[src/rtl/addsub_serial_16_bit.sv]
// Nibble-serial add/subtract engine: one 4-bit nibble per clock through a ripple
// nibble adder with a registered carry; widened sdout/cbout plus signed overflow.
module addsub_serial_16_bit #(
  parameter int N_NIB = 4
) (
  input  logic                 clk,
  input  logic                 rst,
  input  logic                 start,
  input  logic [4*N_NIB-1:0]   a,
  input  logic [4*N_NIB-1:0]   b,
  input  logic                 en,
  output logic                 busy,
  output logic                 done,
  output logic [4*N_NIB-1:0]   sdout,
  output logic                 cbout,
  output logic                 ovf
);

  localparam int W  = 4 * N_NIB;
  localparam int IW = $clog2(N_NIB);

  typedef enum logic [1:0] {S_IDLE, S_RUN, S_DONE} state_t;

  state_t          r_state;
  logic [W-1:0]    r_a;
  logic [W-1:0]    r_b;
  logic            r_en;
  logic            r_carry;
  logic [IW-1:0]   r_idx;
  logic            r_busy;
  logic            r_done;
  logic [W-1:0]    r_sdout;
  logic            r_cbout;
  logic            r_ovf;

  logic [3:0]      w_a_nib;
  logic [3:0]      w_b_nib;
  logic [4:0]      w_sum;
  logic [3:0]      w_low;
  logic            w_ovf;
  logic            w_last;
  logic            w_accept;

  always_comb begin
    w_a_nib = r_a[4*r_idx +: 4];
    w_b_nib = r_b[4*r_idx +: 4] ^ {4{r_en}};
    w_sum   = {1'b0, w_a_nib} + {1'b0, w_b_nib} + {4'b0, r_carry};
    // Carry into the nibble's MSB comes from the low three bits alone.
    w_low   = {1'b0, w_a_nib[2:0]} + {1'b0, w_b_nib[2:0]} + {3'b0, r_carry};
    w_ovf   = w_low[3] ^ w_sum[4];
    w_last  = (r_idx == IW'(N_NIB - 1));
    w_accept = start && (r_state != S_RUN);
  end

  always_ff @(posedge clk) begin
    if (rst) begin
      r_state <= S_IDLE;
      r_a     <= '0;
      r_b     <= '0;
      r_en    <= 1'b0;
      r_carry <= 1'b0;
      r_idx   <= '0;
      r_busy  <= 1'b0;
      r_done  <= 1'b0;
      r_sdout <= '0;
      r_cbout <= 1'b0;
      r_ovf   <= 1'b0;
    end else begin
      case (r_state)
        S_IDLE, S_DONE: begin
          r_done <= 1'b0;
          if (w_accept) begin
            r_state <= S_RUN;
            r_a     <= a;
            r_b     <= b;
            r_en    <= en;
            r_carry <= en;
            r_idx   <= '0;
            r_busy  <= 1'b1;
            r_sdout <= '0;
            r_cbout <= 1'b0;
            r_ovf   <= 1'b0;
          end else begin
            r_state <= S_IDLE;
          end
        end
        S_RUN: begin
          r_sdout[4*r_idx +: 4] <= w_sum[3:0];
          r_carry <= w_sum[4];
          if (w_last) begin
            r_state <= S_DONE;
            r_cbout <= w_sum[4];
            r_ovf   <= w_ovf;
            r_busy  <= 1'b0;
            r_done  <= 1'b1;
          end else begin
            r_idx <= r_idx + IW'(1);
          end
        end
        default: begin
          r_state <= S_IDLE;
          r_busy  <= 1'b0;
          r_done  <= 1'b0;
        end
      endcase
    end
  end

  assign busy  = r_busy;
  assign done  = r_done;
  assign sdout = r_sdout;
  assign cbout = r_cbout;
  assign ovf   = r_ovf;

endmodule

[config.mk]
export PLATFORM = sky130hd
export DESIGN_NAME = addsub_serial_16_bit
export DESIGN_NICKNAME = d
export VERILOG_FILES = /design/src/rtl/addsub_serial_16_bit.sv
export SDC_FILE = /design/constraint.sdc
export NUM_CORES = 1
export LEC_CHECK = 0
export CAP_MARGIN = 20
export CELL_PAD_IN_SITES_DETAIL_PLACEMENT = 1
export CELL_PAD_IN_SITES_GLOBAL_PLACEMENT = 1
export CORE_ASPECT_RATIO = 0.8
export CORE_UTILIZATION = 40
export DETAILED_ROUTE_END_ITERATION = 7
export GPL_TIMING_DRIVEN = 0
export HOLD_SLACK_MARGIN = 0.05
export PLACE_DENSITY_LB_ADDON = 0.1
export SLEW_MARGIN = 20
export SYNTH_ARGS = -nofsm -noshare
export SYNTH_HDL_FRONTEND = slang
export SYNTH_SLANG_ARGS = --single-unit
[constraint.sdc]
create_clock -name clk -period 4.35 [get_ports clk]
set_input_delay 0.6525 -clock clk [delete_from_list [all_inputs] [get_ports clk]]
set_output_delay 0.6525 -clock clk [all_outputs]
set_load 0.05 [all_outputs]
==> results of run 1 <==
==> worst paths after layout <==
check / startpoint / end / slack [ps]
min reg2reg: r_a[4]$_SDFFE_PP0P_ / r_a[4]$_SDFFE_PP0P_ / 450
min: r_a[4]$_SDFFE_PP0P_ / r_a[4]$_SDFFE_PP0P_ / 450
max: r_idx[0]$_SDFFE_PP0P_ / ovf$_SDFFE_PP0P_ / 1240
max reg2reg: r_idx[0]$_SDFFE_PP0P_ / ovf$_SDFFE_PP0P_ / 1240
==> state kept, by name, summed over array words and instances, names as in the netlist <==
signal	count
busy	1
cbout	1
done	1
ovf	1
r_a	16
r_b	16
r_carry	1
r_en	1
r_idx	2
r_state	2
sdout	16
==> layout by cell type, fill, tap and decap left out, types with 3 or more instances in the layout <==
cell type | Yosys | layout
nand2b_1 | 4 | 4
xor2_1 | 5 | 5
dfxtp_1 | 58 | 58
clkbuf_8 | 0 | 11
inv_1 | 6 | 6
clkinv_2 | 0 | 3
nand3_1 | 3 | 3
nand2_1 | 68 | 68
mux4_1 | 6 | 6
buf_4 | 6 | 6
a22oi_1 | 16 | 16
nor2_1 | 28 | 28
clkdlybuf4s50_1 | 0 | 54
a21oi_1 | 42 | 42
clkbuf_1 | 10 | 11
nor3_1 | 5 | 5
ha_1 | 7 | 7
==> area by class of cell <==
type,count,area (um2),share of cell area
buffer,18,98.84,0.02971
clock buffer,12,155.1,0.04663
clock inverter,3,15.01,0.004513
inverter,6,22.52,0.006769
multi-input combinational,201,1232,0.3704
sequential,58,1161,0.3490
tap,81,101.3,0.03046
timing repair buffer,54,540.5,0.1625
==> metrics by stage <==
stage          setup WS [ps]  cells
2_1_floorplan           1668    283
3_3_place_gp            1310    418
3_5_place_dp            1272    418
4_1_cts                 1222    433
5_1_grt                 1034    433
6_report                1240    433
==> logic make-up after synthesis <==
family          count (synthesis)  share of synthesized area
fa+ha+maj                       9                    0.05075
simple gates                  114                     0.1886
compound gates                 63                     0.1458
flops                          58                     0.4617
xor+xnor                        7                    0.02438
mux                             8                    0.08060
buf+inv                        24                    0.04826
==> per-layer routing <==
layer | wire, um | track usage | vias to the layer above
li1 | - | - | 1089
met1 | 3305 | 0.2844 | 1023
met2 | 2887 | 0.3527 | 45
met3 | 268 | 0.05000 | 14
met4 | 124 | 0.09140 | 0
met5 | 0 | 0 | -
==> worst min-delay path: stages (launching register included) <==
cell	delay (ps)
dfxtp_1	310
nand2_1	50
a21oi_1	50
==> power breakdown <==
part,internal (mW),switching (mW)
Combinational,0.0876,0.116
Sequential,0.555,0.0134
Clock,0.232,0.208
Total,0.875,0.337
==> results.sh, run 1 <==
export IMPL_status="complete, no violations"
export IMPL_cts_path_max_buffers=2
export IMPL_min_period_ps=3110
export IMPL_worstMarginPinSlew_ps=539.9
export IMPL_gp_congestion=0.7707
export IMPL_synth_area_um2=2515
export IMPL_synth_flop_cell="dfxtp_1"
export IMPL_worst_hold_path_type="reg2reg"
export IMPL_finalPower_mw=1.212
export IMPL_maxSlewHeadroom=0.6400
export IMPL_crit_family="adder cells"
export IMPL_setup_viol=0
export IMPL_yosys_area_top_type="dfxtp_1"
export IMPL_ys_types=28
export IMPL_hpwl_um=4737
export IMPL_vias=2171
export IMPL_synth_area_leaders="dfxtp_1 (46%), nand2_1 (10%), a21oi_1 (8.4%)"
export IMPL_nNetsFinal=393
export IMPL_path_depth=11
export IMPL_ir_drop_mv=0.2021
export IMPL_yosysSeqAreaShare=0.4617
export IMPL_antenna_left=0
export IMPL_die_y_um=72.92
export IMPL_grt_overflow_total=0
export IMPL_cts_htree_levels=3
export IMPL_antennaDiodeCount=0
export IMPL_reg2reg_depth=11
export IMPL_start_util=0.4209
export IMPL_netlist_instances=283
export IMPL_grt_total_usage=0.2181
export IMPL_wl_per_cell_um=15.21
export IMPL_place_area_um2=3157
export IMPL_dr_first_iter_drc_count=76
export IMPL_grt_max_degree=11
export IMPL_design_core_area_um2=5974
export IMPL_fin_skew_ps=5.014
export IMPL_tns_ps=0
export IMPL_yosysWarnings=0
export IMPL_clock_sinks=58
export IMPL_grt_pass1_vias=2188
export IMPL_wl_um=6585
export IMPL_dieArea_um2=6610
export IMPL_io_pins=56
export IMPL_grt_pass1_wl_um=10810
export IMPL_hold_depth=2
export IMPL_fmax_mhz=321.5
export IMPL_synth_top_cells_by_count="nand2_1 (68), dfxtp_1 (58), a21oi_1 (42)"
export IMPL_async_reset_ff_frac=0
export IMPL_syn_nets=328
export IMPL_netlist_area_leader_share=0.4617
export IMPL_final_util=0.5569
export IMPL_path_clk_slew_ps=60
export IMPL_vias_per_cell=5.014
export IMPL_post_cts_buffers=0
export IMPL_rows=25
export IMPL_cts_resized=0
export IMPL_end_kind="flop"
export IMPL_cpPeakStageDelay_ps=530
export IMPL_drive_gt1_frac=0.07670
export IMPL_yosysMostFrequentCell="nand2_1"
export IMPL_io_buffer_count=54
export IMPL_postCtsHoldBufs=0
export IMPL_cts_tree="yes"
export IMPL_final_area_um2=3327
export IMPL_clock_latency_ps=340
export IMPL_critPathSlowestCell="mux4_2"
export IMPL_synth_edff_count=0
export IMPL_critPathArrivalTime_ps=3380
export IMPL_final_max_slew_violation_count=0
export IMPL_final_hold_violation_count=0
export IMPL_crit_chain="buf_6, mux4_2, xnor2_1, fa_1, inv_1, fa_1, a21o_1, a21oi_1, xnor2_1, nand3_1, a21oi_1"
export IMPL_rsz0062_at_grt="no"
export IMPL_worstPathRequired_ps=4620
export IMPL_cts_root_buf="clkbuf_8"
export IMPL_avgSynthCellArea_um2=8.887
export IMPL_hold_ws_ps=452.9
export IMPL_power_density_nw_per_um2=364.3
export IMPL_nFillCells=714
export IMPL_area_growth_pct=32.29
export IMPL_drc_errors=0
export IMPL_cts_buffers=9
export IMPL_post_route_period_util=0.7150
export IMPL_synth_seq_cells=58
export IMPL_die_x_um=90.65
export IMPL_leakage_nw=1.290
export IMPL_drtPass1Iterations=4
export IMPL_grt_antenna_before_repair=0
export IMPL_max_cap_viol_count=0
export IMPL_path_max_fanout=10
export IMPL_cp_num_buf_inv=2
export IMPL_start_kind="flop"
export IMPL_critPathKind="reg2reg"
No activity file was read; power rests on OpenSTA's default activity.
==> run 2, diff against run 1 <==
--- a/config.mk
+++ b/config.mk
@@ -9,7 +9,7 @@
 export CELL_PAD_IN_SITES_DETAIL_PLACEMENT = 1
 export CELL_PAD_IN_SITES_GLOBAL_PLACEMENT = 1
 export CORE_ASPECT_RATIO = 0.8
-export CORE_UTILIZATION = 40
+export CORE_UTILIZATION = 37
 export DETAILED_ROUTE_END_ITERATION = 7
 export GPL_TIMING_DRIVEN = 0
 export HOLD_SLACK_MARGIN = 0.05
==> constraint.sdc (replaced) <==
create_clock -name clk -period 3.1 [get_ports clk]
set_input_delay 0.465 -clock clk [delete_from_list [all_inputs] [get_ports clk]]
set_output_delay 0.465 -clock clk [all_outputs]
set_load 0.05 [all_outputs]
==> run 2 against run 1 <==
Via count rose by 1.7%. Cell area increased by 1.3%. Critical path depth down 2. Routed wire length up 0.87%. Clock skew rose by 0.66 ps. Clock power is 61% higher. Setup slack got worse by 1100 ps. Core utilization decreased by 3.6 points. Highest routed layer unchanged. Final cell count rose by 0.69%. Total power rose by 48%. Non-clock buffer count unchanged. Critical path type unchanged. Register-to-register slack worse by 1100 ps.
==> results.sh, run 2 (synthesis results as in run 1) <==
export IMPL_status="complete, no violations"
export IMPL_min_period_ps=2946
export IMPL_final_max_slew_violation_count=0
export IMPL_pre_cts_ws_ps=51.02
export IMPL_cts_tree="yes"
export IMPL_die_y_um=75.74
export IMPL_final_hold_violation_count=0
export IMPL_worst_hold_path_type="reg2reg"
export IMPL_hp_start="r_a[2]$_SDFFE_PP0P_"
export IMPL_fmax_mhz=339.4
export IMPL_grt_overflow_total=0
export IMPL_critPathKind="reg2reg"
export IMPL_path_max_fanout=10
export IMPL_cts_path_max_buffers=2
export IMPL_max_cap_viol_count=0
export IMPL_power_density_nw_per_um2=533.2
export IMPL_end_kind="flop"
export IMPL_reg2reg_depth=9
export IMPL_path_clk_slew_ps=60
export IMPL_gp_congestion=0.7871
export IMPL_hpwl_um=4847
export IMPL_nNetsFinal=393
export IMPL_worstMarginPinSlew_ps=554.2
export IMPL_grt_total_usage=0.2054
export IMPL_vias_per_cell=5.062
export IMPL_antennaDiodeCount=0
export IMPL_post_route_period_util=0.9503
export IMPL_cts_htree_levels=3
export IMPL_rows=26
export IMPL_hold_path_end="r_a[2]$_SDFFE_PP0P_"
export IMPL_grt_max_degree=11
export IMPL_maxSlewHeadroom=0.6305
export IMPL_start_kind="flop"
export IMPL_final_cell_mix="nand2_1 (68), dfxtp_1 (57), clkdlybuf4s50_1 (54)"
export IMPL_dieArea_um2=7133
export IMPL_area_growth_pct=34.03
export IMPL_wl_um=6642
export IMPL_rsz0062_at_grt="no"
export IMPL_worst_slack_ps=154.0
export IMPL_drive_gt1_frac=0.08523
export IMPL_leakage_nw=1.309
export IMPL_antenna_left=0
export IMPL_fin_skew_ps=5.671
export IMPL_setup_viol=0
export IMPL_drtPass1Iterations=4
export IMPL_r2r_slack_ps=150
export IMPL_die_x_um=94.18
export IMPL_io_pins=56
export IMPL_r2r_end="sdout[7]$_SDFFE_PP0P_"
export IMPL_hold_depth=2
export IMPL_start_util=0.3885
export IMPL_dr_first_iter_drc_count=64
export IMPL_post_cts_buffers=0
export IMPL_r2r_start="r_idx[0]$_SDFFE_PP0P_"
export IMPL_vias=2207
export IMPL_grt_pass1_wl_um=10740
export IMPL_grt_antenna_before_repair=0
export IMPL_design_core_area_um2=6474
export IMPL_clock_latency_ps=330
export IMPL_wl_per_cell_um=15.23
export IMPL_drc_errors=0
export IMPL_cts_root_buf="clkbuf_8"
export IMPL_tns_ps=0
export IMPL_cts_buffers=9
export IMPL_io_buffer_count=54
export IMPL_hold_ws_ps=452.1
export IMPL_clock_sinks=58
export IMPL_worstPathRequired_ps=3360
export IMPL_critPathArrivalTime_ps=3200
export IMPL_ir_drop_mv=0.2752
export IMPL_final_common_cell="nand2_1"
export IMPL_grt_pass1_vias=2143
[run 2: cell count changes in the layout (fill, tap and decap cells not counted), sizes merged]
cell,previous run,this run
bufinv,0,1
clkbuf,22,23
clkinv,3,1
[run 2: cell type report]
cell class              instances  area, um2
plain buffers                  18      100.1
clock buffers                  13      168.9
clock inverters                 2      35.03
fillers                       785       3103
inverters                       6      22.52
multi-input cells             201       1236
flip-flops and latches         58       1162
well taps                      84      105.1
repair buffers                 54      540.5
[run 2: what timing repair did]
| action | in CTS | in global routing |
|---|---|---|
| hold buffers | 0 | 0 |
| resized for setup | 0 | 4 |
| setup endpoints to repair | 0 | 7 |
| endpoints found under the hold margin | 0 | 0 |
[run 2: per-stage QoR]
step	util	power (mW)	cell area, um2	cells
2_1_floorplan	-	0.9859	2515	283
3_3_place_gp	0.4882	1.098	3161	421
3_5_place_dp	0.4882	1.105	3161	421
4_1_cts	0.5197	1.815	3364	436
5_1_grt	0.5207	1.883	3371	436
6_report	0.5207	1.797	3371	436
[run 2: where the power goes]
group	leakage (nW)	internal (mW)	total, mW	switching [mW]
clock	0.106	0.431	0.707	0.276
combinational	0.729	0.123	0.290	0.167
sequential	0.474	0.780	0.800	0.0202
total	1.31	1.33	1.80	0.463
[run 2: worst max-delay path: stages, from the launching register on]
cell and delay, ps:
dfxtp_2 420, buf_6 200, mux4_2 550, xnor2_1 160, fa_1 400, nand2b_1 170, a21oi_2 200, xor2_1 470
a22oi_1 180, nor2_1 130
[run 2: worst max path at each step]
stage	startpoint	endpoint	slack, ps	depth (start not counted)
after floorplan	r_idx[0]$_SDFFE_PP0P_	ovf$_SDFFE_PP0P_	420	11
after global routing	r_idx[0]$_SDFFE_PP0P_	sdout[11]$_SDFFE_PP0P_	40	9
final	r_idx[0]$_SDFFE_PP0P_	sdout[7]$_SDFFE_PP0P_	150	9
after CTS	r_idx[0]$_SDFFE_PP0P_	ovf$_SDFFE_PP0P_	10	11
after global placement	r_idx[0]$_SDFFE_PP0P_	ovf$_SDFFE_PP0P_	50	11
after detailed placement	r_idx[0]$_SDFFE_PP0P_	ovf$_SDFFE_PP0P_	50	11
[run 2: routing by layer]
| metal | wire (um) | GRT usage | part of all wire | up-vias |
|---|---|---|---|---|
| li1 | - | - | - | 1093 |
| met1 | 3370 | 0.2827 | 0.51 | 1059 |
| met2 | 2936 | 0.3180 | 0.44 | 50 |
| met3 | 290 | 0.05988 | 0.044 | 5 |
| met4 | 44 | 0.05128 | 0.0066 | 0 |
| met5 | 0 | 0 | 0 | - |
==> RTL change 1, RTL diff (flow settings as in run 2) <==
Add an input register stage for `start`, `a`, `b` and `en`, without a reset; this delays them by one clock. Comments in the files are not updated.
--- a/src/rtl/addsub_serial_16_bit.sv
+++ b/src/rtl/addsub_serial_16_bit.sv
@@ -20,6 +20,18 @@
   localparam int IW = $clog2(N_NIB);
 
   typedef enum logic [1:0] {S_IDLE, S_RUN, S_DONE} state_t;
+
+  logic start_q;
+  logic [4*N_NIB-1:0] a_q;
+  logic [4*N_NIB-1:0] b_q;
+  logic en_q;
+
+  always_ff @(posedge clk) begin
+    start_q <= start;
+    a_q     <= a;
+    b_q     <= b;
+    en_q    <= en;
+  end
 
   state_t          r_state;
   logic [W-1:0]    r_a;
@@ -49,7 +61,7 @@
     w_low   = {1'b0, w_a_nib[2:0]} + {1'b0, w_b_nib[2:0]} + {3'b0, r_carry};
     w_ovf   = w_low[3] ^ w_sum[4];
     w_last  = (r_idx == IW'(N_NIB - 1));
-    w_accept = start && (r_state != S_RUN);
+    w_accept = start_q && (r_state != S_RUN);
   end
 
   always_ff @(posedge clk) begin
@@ -71,10 +83,10 @@
           r_done <= 1'b0;
           if (w_accept) begin
             r_state <= S_RUN;
-            r_a     <= a;
-            r_b     <= b;
-            r_en    <= en;
-            r_carry <= en;
+            r_a     <= a_q;
+            r_b     <= b_q;
+            r_en    <= en_q;
+            r_carry <= en_q;
             r_idx   <= '0;
             r_busy  <= 1'b1;
             r_sdout <= '0;
Function: changed (a bounded check fails within 4 cycles, from zero or initial values and one cycle with rst high).
==> RTL change 1 against run 2 <==
Sequential cell count grew 34. Global-route usage shrank 2.2 points. Final cell count grew 13%. Core utilization shrank 2.0 points. Design area grew 21%. Synthesized area grew 28%. Worst setup slack gained 75 ps. Wire length grew 13%. Synthesized cell count grew 12%. Sequential power grew 59%. Total power grew 28%.
==> RTL change 1: results <==
export IMPL_total_leakage_power_nw=1.57
export IMPL_first_pass_iters=4
export IMPL_place_port_buffers=54
export IMPL_drive_gt1_frac=0.109
export IMPL_clk_latency_ps=370
export IMPL_clkSlewWorstSetupHoldPaths_ps=90
export IMPL_gp_congestion=0.760
export IMPL_fin_skew_ps=7.39
export IMPL_antenna_found_initial=0
export IMPL_yosys_cell_types_count=31
export IMPL_cts_buffers=9
export IMPL_clock_path_buffers=2
export IMPL_fin_nets=426
export IMPL_synthTopCellsByArea="dfxtp_1, nand2_1, a21oi_1"
export IMPL_min_path_type="reg -> reg"
export IMPL_wl_per_cell_um=15.2
export IMPL_ys_seq_area_frac=0.574
export IMPL_cts_root_buffer="clkbuf_8"
export IMPL_grt_max_degree=15
export IMPL_status="finished, final reports clean"
export IMPL_reg2reg_to="ovf"
export IMPL_htreeDepth=3
export IMPL_max_vdd_ir_drop_v=0.000298
export IMPL_crit_fanout=10
export IMPL_reg2regPathDepth=11
export IMPL_first_global_vias=2500
export IMPL_grt_pass1_wl_um=12500
export IMPL_synth_nets=361
export IMPL_vias_per_cell=4.88
export IMPL_r2r_start="r_idx[0]"
export IMPL_tightest_slew_ps=513
export IMPL_dp_hpwl_um=5600
export IMPL_synthTopCellsByCount="dfxtp_1, nand2_1, a21oi_1, nor2_1, a22oi_1"
export IMPL_antenna_cells=0
export IMPL_arrival_ps=3170
export IMPL_ys_warn_count=0
export IMPL_regToRegSetupSlack_ps=230
export IMPL_track_usage=0.183
export IMPL_hold_end="r_b[2]"
export IMPL_first_iter_violations=54
export IMPL_min_path_cells=2
export IMPL_min_from="b_q[2]"
export IMPL_async_flop_share=0
[RTL change 1: changes by cell type after synthesis, sizes merged]
cell / change
dfxtp: +34
nor3: -2
nand3b: -1
nor4: +1
nor4b: +1
[RTL change 1: worst max-delay path, stage by stage (launching register included)]
cell and delay [ps]:
dfxtp_2 420, buf_6 220, mux4_2 550, xnor2_2 150, fa_1 200, inv_1 60, fa_1 400, a21o_1 190
a21oi_2 190, xnor2_1 160, nand3_1 100, a21oi_1 150
[RTL change 1: layout make-up]
cell class                      count  area, µm²
Multi-Input combinational cell    200       1280
Clock inverter                      4       23.8
Tap cell                          108        135
Fill cell                         923       4080
Buffer                             18       85.1
Clock buffer                       12        155
Sequential cell                    92       1840
Timing Repair Buffer               54        541
Inverter                            6       25.0
[RTL change 1: cell families (layout without fill, tap and decap cells)]
family	count (synthesis)	after routing	synth area share
XOR/XNOR	7	7	0.0191
adder cells (fa/ha/maj)	9	9	0.0398
AND/OR/NAND/NOR	113	113	0.157
AO/OA/AOI/OAI	63	63	0.117
multiplexers	8	8	0.0597
buffers and inverters	24	94	0.0339
flip-flops	92	92	0.574
[RTL change 1: report_power, final]
group | switching, mW | internal [mW] | total [mW]
clock | 0.401 | 0.333 | 0.733
sequential | 0.0270 | 1.24 | 1.27
combinational | 0.176 | 0.126 | 0.302
total | 0.604 | 1.70 | 2.30
[RTL change 1: worst max path at each step]
| stage | start | end | cells after the start |
|---|---|---|---|
| final | r_idx[0] | ovf | 11 |
| after CTS | r_idx[0] | ovf | 11 |
| after global placement | r_idx[0] | ovf | 11 |
| after global routing | r_idx[0] | ovf | 11 |
| after detailed placement | r_idx[0] | ovf | 11 |
| after floorplan | r_idx[0] | ovf | 11 |
[RTL change 1: through the flow]
| step | std cells | instance area (µm²) | hold WS [ps] | worst slack (ps) |
|---|---|---|---|---|
| 2_1_floorplan | 316 | 3210 | 417 | 368 |
| 3_3_place_gp | 478 | 3880 | 427 | 74.4 |
| 3_5_place_dp | 478 | 3880 | 430 | 48.4 |
| 4_1_cts | 494 | 4060 | 444 | 8.99 |
| 5_1_grt | 494 | 4090 | 463 | 58.2 |
| 6_report | 494 | 4090 | 440 | 229 |
[RTL change 1: repair_timing]
item / in CTS / in global routing
buffers inserted: 0 / 0
endpoints found under the setup margin: 0 / 11
gates resized for setup: 0 / 6
[RTL change 1: metal layers]
layer,track usage,vias up,wire [µm]
li1,-,1192,-
met1,0.230,1159,3600
met2,0.299,46,3470
met3,0.0530,14,312
met4,0.0720,0,134
met5,0,-,0
==> RTL change 2, RTL diff (flow settings as in run 2) <==
Made on the original files. `N_NIB`: 4 -> 8.
--- a/src/rtl/addsub_serial_16_bit.sv
+++ b/src/rtl/addsub_serial_16_bit.sv
@@ -1,7 +1,7 @@
 // Nibble-serial add/subtract engine: one 4-bit nibble per clock through a ripple
 // nibble adder with a registered carry; widened sdout/cbout plus signed overflow.
 module addsub_serial_16_bit #(
-  parameter int N_NIB = 4
+  parameter int N_NIB = 8
 ) (
   input  logic                 clk,
   input  logic                 rst,
Interface: changed (resized a, b and sdout); port bits go from 56 to 104. The function was not compared with the original's and may differ.
==> RTL change 2 against run 2 <==
Sequential cell count is 49 higher. Worst setup slack got worse by 22 ps. Synthesized cell count increased by 84%. Final cell count grew 84%. Wire length rose by 110%. Synthesized area increased by 81%. Design area increased by 86%. Total power increased by 78%. Largest cell class unchanged.
==> RTL change 2: results <==
export IMPL_synthTopCellsByCount="nand2_1, dfxtp_1, a21oi_1, nor2_1, a22oi_1"
export IMPL_wirelength_um=13900
export IMPL_arrival_ps=3250
export IMPL_first_iter_violations=201
export IMPL_dp_cells=772
export IMPL_clk_latency_ps=350
export IMPL_drive_gt1_frac=0.110
export IMPL_routed_top_layer="met4"
export IMPL_dp_hpwl_um=9960
export IMPL_synthAdderAreaFrac=0.0363
export IMPL_place_area_um2=5760
export IMPL_grt_max_degree=18
export IMPL_crit_fanout=8
export IMPL_hold_viol_final=0
export IMPL_grt_pass1_wl_um=21400
export IMPL_total_leakage_power_nw=2.33
export IMPL_cts_root_buffer="clkbuf_16"
export IMPL_status="finished, final reports clean"
export IMPL_wl_per_cell_um=17.3
export IMPL_netlist_instances=521
export IMPL_tightest_slew_ps=693
export IMPL_met1_usage=0.279
export IMPL_critPathTopFamily="multiplexers"
export IMPL_antenna_found_initial=0
export IMPL_track_usage=0.219
export IMPL_synth_compound_area_frac=0.149
export IMPL_met3WireLength_um=619
export IMPL_fin_skew_ps=6.95
export IMPL_synth_mux_area_fraction=0.0919
export IMPL_async_flop_share=0
export IMPL_crit_path_max_incr_delay_ps=550
export IMPL_grt_util_met2=0.383
export IMPL_yosys_cell_types_count=41
export IMPL_nFillCells=1377
export IMPL_grt_util_met3=0.0401
export IMPL_fin_nets=728
export IMPL_synth_xor_area_frac=0.0135
export IMPL_ys_seq_area_frac=0.471
export IMPL_max_vdd_ir_drop_v=0.000293
export IMPL_gp_congestion=0.776
export IMPL_vias_per_cell=5.22
export IMPL_place_port_buffers=103
export IMPL_dr_wl_met2_um=6640
export IMPL_synthTopCellsByArea="dfxtp_1, nand2_1, a21oi_1"
export IMPL_met1Wirelength_um=6430
export IMPL_synthFlopType="dfxtp_1"
export IMPL_synth_nets=601
## RTL change 2: cell types whose count changed in the layout (fill, tap and decap cells not counted), sizes merged, moves of 6 or more
cell,run 2,this run
a21oi,44,79
a22o,0,8
buf,8,34
clkdlybuf4s50,54,103
dfxtp,58,107
mux4,8,16
nand2,68,152
nand3,3,9
## RTL change 2: what timing repair did
item / 4_1_cts / 5_1_grt
pin swaps: 1 / 3
hold endpoints to repair: 0 / 0
setup buffers: 1 / 12
resized for setup: 15 / 7
endpoints found under the setup margin: 27 / 7
hold buffers: 0 / 0
## RTL change 2: path summary, 6_finish.rpt
path	startpoint	endpoint	slack, ps	cells past startpoint
min reg2reg	r_a[9]	r_a[9]	460	2
max	r_idx[0]	ovf	130	12
min	r_a[9]	r_a[9]	460	2
max reg2reg	r_idx[0]	ovf	130	12
## RTL change 2: where the power goes
| part | internal (mW) | switching [mW] | total (mW) |
|---|---|---|---|
| logic | 0.239 | 0.304 | 0.543 |
| clock network | 0.649 | 0.534 | 1.18 |
| registers | 1.43 | 0.0359 | 1.47 |
| total | 2.32 | 0.874 | 3.20 |
## RTL change 2: through the flow
stage / setup WS, ps / hold WS, ps
5_1_grt: -30.5 / 474
6_report: 132 / 455
3_5_place_dp: -622 / 447
2_1_floorplan: 75.9 / 432
4_1_cts: 64.4 / 456
3_3_place_gp: -609 / 440
## RTL change 2: layout make-up
class,instances,area (µm²),area share
Clock inverter,6,63.8,0.0102
Inverter,8,30.0,0.00480
Sequential cell,107,2150,0.343
Timing Repair Buffer,116,1130,0.180
Tap cell,148,185,0.0296
Multi-Input combinational cell,371,2270,0.364
Clock buffer,10,239,0.0382
Buffer,35,185,0.0296
